**src/rtl/param_adder_pkg.sv**
```systemverilog
// Shared constants and types for the pipelined adder.
package param_adder_pkg;

  localparam int DEF_WIDTH  = 64;
  localparam int DEF_STAGES = 4;

  typedef enum logic {
    OP_ADD = 1'b0,
    OP_SUB = 1'b1
  } op_e;

endpackage

```
**src/rtl/param_pipe_adder_rca_slice.sv**
```systemverilog
// Combinational ripple-carry slice; exposes the carry into its MSB for overflow detection.
module rca_slice #(
  parameter int SW = 16
) (
  input  logic [SW-1:0] a,
  input  logic [SW-1:0] b,
  input  logic          cin,
  output logic [SW-1:0] sum,
  output logic          cout,
  output logic          msb_cin
);

  always_comb begin
    logic c;
    sum     = '0;
    msb_cin = 1'b0;
    c       = cin;
    for (int i = 0; i < SW; i++) begin
      if (i == SW - 1) msb_cin = c;
      sum[i] = a[i] ^ b[i] ^ c;
      c      = (a[i] & b[i]) | (c & (a[i] ^ b[i]));
    end
    cout = c;
  end

endmodule

```
**src/rtl/param_pipe_adder.sv**
```systemverilog
// Carry-sliced pipelined adder: STAGES slices, operands skewed in, results deskewed out.
// Optional subtract support with PIPE_ADDER_SUB_EN (adds op_pi).
module param_pipe_adder
  import param_adder_pkg::*;
#(
  parameter int WIDTH  = DEF_WIDTH,
  parameter int STAGES = DEF_STAGES
) (
  input  logic             clk_pi,
  input  logic             rst_n_pi,
  input  logic [WIDTH-1:0] A_pi,
  input  logic [WIDTH-1:0] B_pi,
  input  logic             cin_pi,
`ifdef PIPE_ADDER_SUB_EN
  input  logic             op_pi,
`endif
  input  logic             valid_pi,
  output logic             ready_po,
  output logic [WIDTH-1:0] result_po,
  output logic             carry_po,
  output logic             overflow_po,
  output logic             valid_po,
  input  logic             ready_pi
);

  localparam int SDIV = (STAGES < 1) ? 1 : STAGES;
  localparam int SW   = WIDTH / SDIV;

  if (STAGES < 1 || (WIDTH % SDIV) != 0) begin : g_bad_cfg
    $error("param_pipe_adder: STAGES must be >= 1 and divide WIDTH");
  end

  logic                         adv;
  logic [STAGES:1]              vld_pipe;
  logic [STAGES-1:0][SW-1:0]    a_sk, b_sk, b_eff, sum_w, res_sl;
  logic [STAGES-1:0]            cin_w, cout_w, c_q, op_st;
  logic                         msb_cin_last;
  logic                         ovf_q;

  // Global stall: every register in the pipe moves together or not at all.
  assign adv         = ready_pi || !valid_po;
  assign ready_po    = adv;
  assign valid_po    = vld_pipe[STAGES];
  assign result_po   = res_sl;
  assign carry_po    = c_q[STAGES-1];
  assign overflow_po = ovf_q;

`ifdef PIPE_ADDER_SUB_EN
  // op rides with its operands so each slice sees the op of the transfer it is working on.
  if (STAGES > 1) begin : g_op
    logic [STAGES-2:0] op_q;
    always_ff @(posedge clk_pi) begin
      if (!rst_n_pi) op_q <= '0;
      else if (adv) begin
        op_q[0] <= op_pi;
        for (int k = 1; k < STAGES - 1; k++) op_q[k] <= op_q[k-1];
      end
    end
    assign op_st = {op_q, op_pi};
  end else begin : g_op1
    assign op_st = op_pi;
  end
`else
  assign op_st = '0;
`endif

  for (genvar j = 0; j < STAGES; j++) begin : g_slice
    // Operand skew: slice j waits j cycles for the carry from below.
    if (j == 0) begin : g_head
      assign a_sk[0] = A_pi[SW-1:0];
      assign b_sk[0] = B_pi[SW-1:0];
`ifdef PIPE_ADDER_SUB_EN
      assign cin_w[0] = (op_st[0] == OP_SUB) ? 1'b1 : cin_pi;
`else
      assign cin_w[0] = cin_pi;
`endif
    end else begin : g_skew
      logic [j-1:0][SW-1:0] a_dly, b_dly;
      always_ff @(posedge clk_pi) begin
        if (adv) begin
          a_dly[0] <= A_pi[j*SW +: SW];
          b_dly[0] <= B_pi[j*SW +: SW];
          for (int i = 1; i < j; i++) begin
            a_dly[i] <= a_dly[i-1];
            b_dly[i] <= b_dly[i-1];
          end
        end
      end
      assign a_sk[j]  = a_dly[j-1];
      assign b_sk[j]  = b_dly[j-1];
      assign cin_w[j] = c_q[j-1];
    end

`ifdef PIPE_ADDER_SUB_EN
    assign b_eff[j] = (op_st[j] == OP_SUB) ? ~b_sk[j] : b_sk[j];
`else
    assign b_eff[j] = b_sk[j];
`endif

    if (j == STAGES - 1) begin : g_msb
      rca_slice #(.SW(SW)) u_rca (
        .a(a_sk[j]), .b(b_eff[j]), .cin(cin_w[j]),
        .sum(sum_w[j]), .cout(cout_w[j]), .msb_cin(msb_cin_last)
      );
    end else begin : g_mid
      logic mcin_unused;
      rca_slice #(.SW(SW)) u_rca (
        .a(a_sk[j]), .b(b_eff[j]), .cin(cin_w[j]),
        .sum(sum_w[j]), .cout(cout_w[j]), .msb_cin(mcin_unused)
      );
    end

    // Result deskew: slice j holds its sum STAGES-j cycles so all slices exit together.
    logic [STAGES-j-1:0][SW-1:0] r_q;
    always_ff @(posedge clk_pi) begin
      if (!rst_n_pi) r_q <= '0;
      else if (adv) begin
        r_q[0] <= sum_w[j];
        for (int i = 1; i < STAGES - j; i++) r_q[i] <= r_q[i-1];
      end
    end
    assign res_sl[j] = r_q[STAGES-j-1];
  end

  always_ff @(posedge clk_pi) begin
    if (!rst_n_pi) begin
      vld_pipe <= '0;
      c_q      <= '0;
      ovf_q    <= 1'b0;
    end else if (adv) begin
      vld_pipe[1] <= valid_pi;
      for (int k = 2; k <= STAGES; k++) vld_pipe[k] <= vld_pipe[k-1];
      c_q   <= cout_w;
      ovf_q <= msb_cin_last ^ cout_w[STAGES-1];
    end
  end

endmodule

```
**config.mk**
```make
export PLATFORM = sky130hd
export DESIGN_NAME = param_pipe_adder
export DESIGN_NICKNAME = d
export VERILOG_FILES = /design/src/rtl/param_adder_pkg.sv /design/src/rtl/param_pipe_adder_rca_slice.sv /design/src/rtl/param_pipe_adder.sv
export SDC_FILE = /design/constraint.sdc
export NUM_CORES = 1
export LEC_CHECK = 0
export CAP_MARGIN = 20
export CELL_PAD_IN_SITES_DETAIL_PLACEMENT = 1
export CELL_PAD_IN_SITES_GLOBAL_PLACEMENT = 2
export CORE_MARGIN = 2
export CORE_UTILIZATION = 35
export DETAILED_ROUTE_END_ITERATION = 12
export GPL_TIMING_DRIVEN = 0
export PLACE_DENSITY = 0.82
export REMOVE_ABC_BUFFERS = 1
export SLEW_MARGIN = 20
export SYNTH_ARGS = -nofsm -noshare
export SYNTH_HDL_FRONTEND = slang
export SYNTH_SLANG_ARGS = --single-unit
```
**constraint.sdc**
```tcl
create_clock -name clk_pi -period 8.75 [get_ports clk_pi]
set_input_delay 1.75 -clock clk_pi [delete_from_list [all_inputs] [get_ports clk_pi]]
set_output_delay 1.75 -clock clk_pi [all_outputs]
set_load 0.02 [all_outputs]
```
---- Word-level counts from Yosys, hierarchy flattened ----
Index checks and enable logic that the tools add are counted.
word-level totals
  logic and storage cells ................. 348
  input bits .............................. 133
  output and inout port bits .............. 68
  register bits after elaboration ......... 361
cells by class
  reduce and logical (&&, ||, !) cells .... 2
  bitwise operators ....................... 321
operators by type and width
  operator            number
  $xor A1 B1 Y1       129
  $and A1 B1 Y1       128
  $or A1 B1 Y1        64
  $logic_not A1 Y1    1
  $logic_or A1 B1 Y1  1

---- Depth between registers and ports, before layout ----
  depth in word-level cells ............... 34
  mapped depth ............................ 22
  depth with buffers taken out ............ 22

---- Modules after synthesis ----
From an unflattened synthesis, not the netlist that was laid out.
second synthesis, totals
  cell total of the unflattened synthesis .. 1075
  area, all modules ....................... 13869.6 um^2
modules (own cells, without submodules)
  module            area an instance (um^2)  cells an instance  instances  seq. area each (um^2)
  param_pipe_adder  12438.2                  971                1          9148.8
  rca_slice         357.8                    26                 4          0.0

---- Worst setup path before layout ----
No wires, ideal clock.
  path type ............................... input port to flip-flop
  start ................................... input A_pi[0]
  end ..................................... register g_slice[0].r_q[15] in the netlist's numbering
  buffers on the path ..................... 0
  setup slack ............................. 0.740 ns
  library setup time ...................... 0.063 ns
  cell stages on the path ................. 21
  data arrival time ....................... 7.947 ns
  cell sequence ........................... fa_1 -> inv_1 -> fa_1 -> inv_1 -> fa_1 -> fa_1 -> fa_1 -> fa_1 -> fa_1 -> fa_1 -> fa_1 -> fa_1 -> fa_1 -> fa_1 -> fa_1 -> fa_1 -> fa_1 -> inv_1 -> fa_1 -> nand2_1 -> o211a_1
on the way
  word-level cells in the longest chain between the ends .. 32
ends and longest elaborated chain
  what             RTL line                          text
  from (decl)      param_pipe_adder.sv:11            input logic [WIDTH-1:0] A_pi,
  $xor A1 B1 Y1    param_pipe_adder_rca_slice.sv:21  c = (a[i] & b[i]) | (c & (a[i] ^ b[i]));
  $and A1 B1 Y1    param_pipe_adder_rca_slice.sv:21
  $or A1 B1 Y1 *   param_pipe_adder_rca_slice.sv:21
  $and A1 B1 Y1 *  param_pipe_adder_rca_slice.sv:21
  $or A1 B1 Y1 *   param_pipe_adder_rca_slice.sv:21
  $and A1 B1 Y1 *  param_pipe_adder_rca_slice.sv:21
  $or A1 B1 Y1 *   param_pipe_adder_rca_slice.sv:21
  $and A1 B1 Y1 *  param_pipe_adder_rca_slice.sv:21
  (+16 left out)   n/a
  $or A1 B1 Y1 *   param_pipe_adder_rca_slice.sv:21
  $and A1 B1 Y1 *  param_pipe_adder_rca_slice.sv:21
  $or A1 B1 Y1 *   param_pipe_adder_rca_slice.sv:21
  $and A1 B1 Y1 *  param_pipe_adder_rca_slice.sv:21
  $or A1 B1 Y1 *   param_pipe_adder_rca_slice.sv:21
  $and A1 B1 Y1 *  param_pipe_adder_rca_slice.sv:21
  $or A1 B1 Y1 *   param_pipe_adder_rca_slice.sv:21
  $xor A1 B1 Y1 *  param_pipe_adder_rca_slice.sv:20  sum[i] = a[i] ^ b[i] ^ c;
  to (decl)        param_pipe_adder.sv:114           logic [STAGES-j-1:0][SW-1:0] r_q;
Mark *: on every way between the ends. The rest lies on a longest branch, timed or not.
A chain may end at the register's enable or synchronous reset.

---- Final worst setup path ----
Same ends and word-level chain as after synthesis.

==> flow_summary.ini <==
[critical_path]
critPathMaxFanout = 1
critPathSlowestCell = sky130_fd_sc_hd__fa_1
cp_slowest_stage_delay_ns = 0.46
crit_required_ns = 9.24
worst_path_cell_trace = clkdlybuf4s50_1 -> fa_1 -> inv_1 -> fa_1 -> inv_1 -> fa_1 -> fa_1 -> fa_1 -> fa_1 -> fa_1 -> fa_1 -> fa_1 -> fa_1 -> fa_1 -> fa_1 -> fa_1 -> fa_1 -> fa_1 -> inv_1 -> fa_1 -> nand2_1 -> o211a_1
type_of_the_worst_setup_path = in2reg
critical-path-top-cell-by-count = sky130_fd_sc_hd__fa_1
worstRegToRegCells = 21
setup.worst_path.start_class = primary input
cp-end-kind = flop
cp.arrival_ns = 8.71
r2r_slack_ns = 1.47

[clock_tree]
cts_hold_buffers = 0
cts_tree = built
cts_max_path_buffers = 3
post_cts_resize_count = 0
cts-root-buf = sky130_fd_sc_hd__clkbuf_16
cts_htree_levels = 2
cts_buffers = 40
clkSinkCount = 361
cts.repair_timing.setup_buffer_count = 0
clk_pin_slew_ns = 0.06
clock_latency_ns = 0.54

[synth]
synth_commonest_cells = sky130_fd_sc_hd__nand2_1, sky130_fd_sc_hd__edfxtp_1, sky130_fd_sc_hd__dfxtp_1
synth.most_common_cell = sky130_fd_sc_hd__nand2_1
synthDistinctLibCells = 17
synth_top_flop_cell = sky130_fd_sc_hd__edfxtp_1
synth.avg_cell_area_sq_um = 13.1
synthesis.area_sq_um = 13800
post-synth-top-area-fraction_pct = 41.7
synth_seq_cells = 361
synthCells = 1053
most_area_hungry_cell_type_in_the_yosys_netlist = sky130_fd_sc_hd__edfxtp_1
synthArstFlopShare_pct = 0
netlist_top_cells_area = sky130_fd_sc_hd__edfxtp_1, sky130_fd_sc_hd__dfxtp_1, sky130_fd_sc_hd__fa_1, sky130_fd_sc_hd__nand2_1, sky130_fd_sc_hd__a21boi_1
synth_warn = 0
edff_count_synth = 192
sequential_element_share_of_the_synthesized_area_pct = 66.2

[floorplanning]
floorplan.die.height_microns = 203
number_of_core_rows = 72
die_area_sq_um = 41100
pin_count = 201
fp.dieW_microns = 203
core_area_sq_um = 38800
floorplan.initialDensity_pct = 35.6

[sta]
max_freq_mhz = 122
maxSlewHeadroom_pct = 36.1
final-hold-violation-count = 0
rsz0062_at_grt = false
final.setup_skew_ns = 0.00819
report.final.slew_viol_count = 0
finalHoldWorstSlack_ns = 0.411
worst_pin_slew_ns = 0.959
min_period_ns = 8.22
timing.final.crit_share_pct = 93.9
setup-violations-final = 0

[drt]
drc = 0
routed_via_density = 4.42
routedWlPerCell_microns = 15.1
detail_route.wirelength_microns = 26400
antenna_left = 0
drt-pass1-iter-count = 4
drt_iter0_drc = 328
num_vias = 7724

[global_routing]
grt_antenna_before_repair = 0
globalRouteOverflowTotal = 0
pin_count_of_the_biggest_net_entering_global_routing = 192
global_route.usage.total_pct = 13.3
grt_first_pass_wirelength_microns = 43600
first_global_vias = 8416

[power_and_ir_drop]
power_leakage_uw = 0.00654
p_total_uw = 4030
ir_worst_vdd_uv = 140
power.density_nw_per_um2 = 233

[placement]
post-place-cells = 1675
detailedPlacementHpwl_microns = 16600
place.gp.congestion = 0.701
port_buffers = 200

[final_layout]
fraction_of_final_layout_cells_with_drive_strength_greater_than_1_pct = 6.34
multiInputGateArea_sq_um = 3820
final.fill_count = 3979
antennaDiodeCount = 0
area_used_by_sequential_logic_in_the_layout_sq_um = 9150
final_net_count = 1396
layout.cells.non_filler = 1749
layout.core_utilization_pct = 44.5
syn2layout_area_growth_pct = 24.9

[run]
max_cap_viol_count = 0

[outcome]
outcome = finished, final reports clean

[hold_path]
worstHoldPathType = reg2reg
worst_hold_path.num_cells = 0
-- worst paths after layout --
path / end / startpoint
max: g_slice[0].r_q[15] / A_pi[0]
min: a_sk[34] / g_slice[2].g_skew.a_dly[2]
max reg2reg: g_slice[1].r_q[15] / g_slice[1].g_skew.a_dly[0]
min reg2reg: a_sk[34] / g_slice[2].g_skew.a_dly[2]
-- per-layer routing --
layer | global-route usage (%) | routed length [microns] | part of all wire, %
met1 | 16.0 | 11200 | 42
met5 | 0 | 0 | 0
met2 | 23.3 | 13300 | 50
met3 | 3.03 | 1260 | 4.8
met4 | 5.06 | 677 | 2.6
-- kinds of logic after synthesis --
family | after synthesis | share of synthesized area [%]
flops | 361 | 66.2
simple gates | 326 | 8.94
buf+inv | 133 | 6.23
compound gates | 168 | 9.34
fa+ha+maj | 64 | 9.27
xor+xnor | 1 | 0.0634
-- final cells by class --
class | instances | share of cell area [%]
clock buffers | 53 | 6.73
inverters | 29 | 0.724
clock inverters | 21 | 1.04
well taps | 518 | 3.75
repair buffers | 208 | 12.7
flip-flops and latches | 361 | 53.0
multi-input cells | 559 | 22.1
-- power breakdown --
group	internal (uW)	switching [uW]	leakage, uW
Clock	999	683	0.000665
Sequential	1920	62.5	0.00342
Combinational	194	170	0.00245
Total	3110	916	0.00654
-- stage by stage --
step / setup WS (ns) / setup TNS [ns] / instance area [sq um]
final: 0.532 / 0 / 17300
after CTS: 0.468 / 0 / 17300
after detailed placement: -0.144 / -0.144 / 15900
after global placement: -2.89 / -372.04 / 15700
after global routing: 0.286 / 0 / 17300
after floorplan: 0.690 / 0 / 13100
-- layout by cell type (no fill, tap or decap), types with 7 or more instances in the layout --
cell,instances
sky130_fd_sc_hd__nand2_1,323
sky130_fd_sc_hd__clkbuf_8,7
sky130_fd_sc_hd__clkbuf_16,42
sky130_fd_sc_hd__fa_1,64
sky130_fd_sc_hd__a21boi_0,71
sky130_fd_sc_hd__o211a_1,12
sky130_fd_sc_hd__edfxtp_1,192
sky130_fd_sc_hd__a21boi_1,84
sky130_fd_sc_hd__clkdlybuf4s50_1,199
sky130_fd_sc_hd__clkinv_2,10
sky130_fd_sc_hd__inv_1,28
sky130_fd_sc_hd__dfxtp_1,169
-- registers in the layout, summed over array words and instances (netlist names) --
register,count
g_slice.r_q,112
g_slice.g_skew.a_dly,64
g_slice.g_skew.b_dly,64
result_po,48
a_sk,32
b_eff,32
c_q,4
vld_pipe,4
overflow_po,1
-- worst max-delay path, delay by kind of cell --
family / cells / cell delay, ns
fa+ha+maj: 16 / 6.11
compound gates: 1 / 0.15
buf+inv: 4 / 0.63
simple gates: 1 / 0.08
Power figures use the tool's default switching activity.
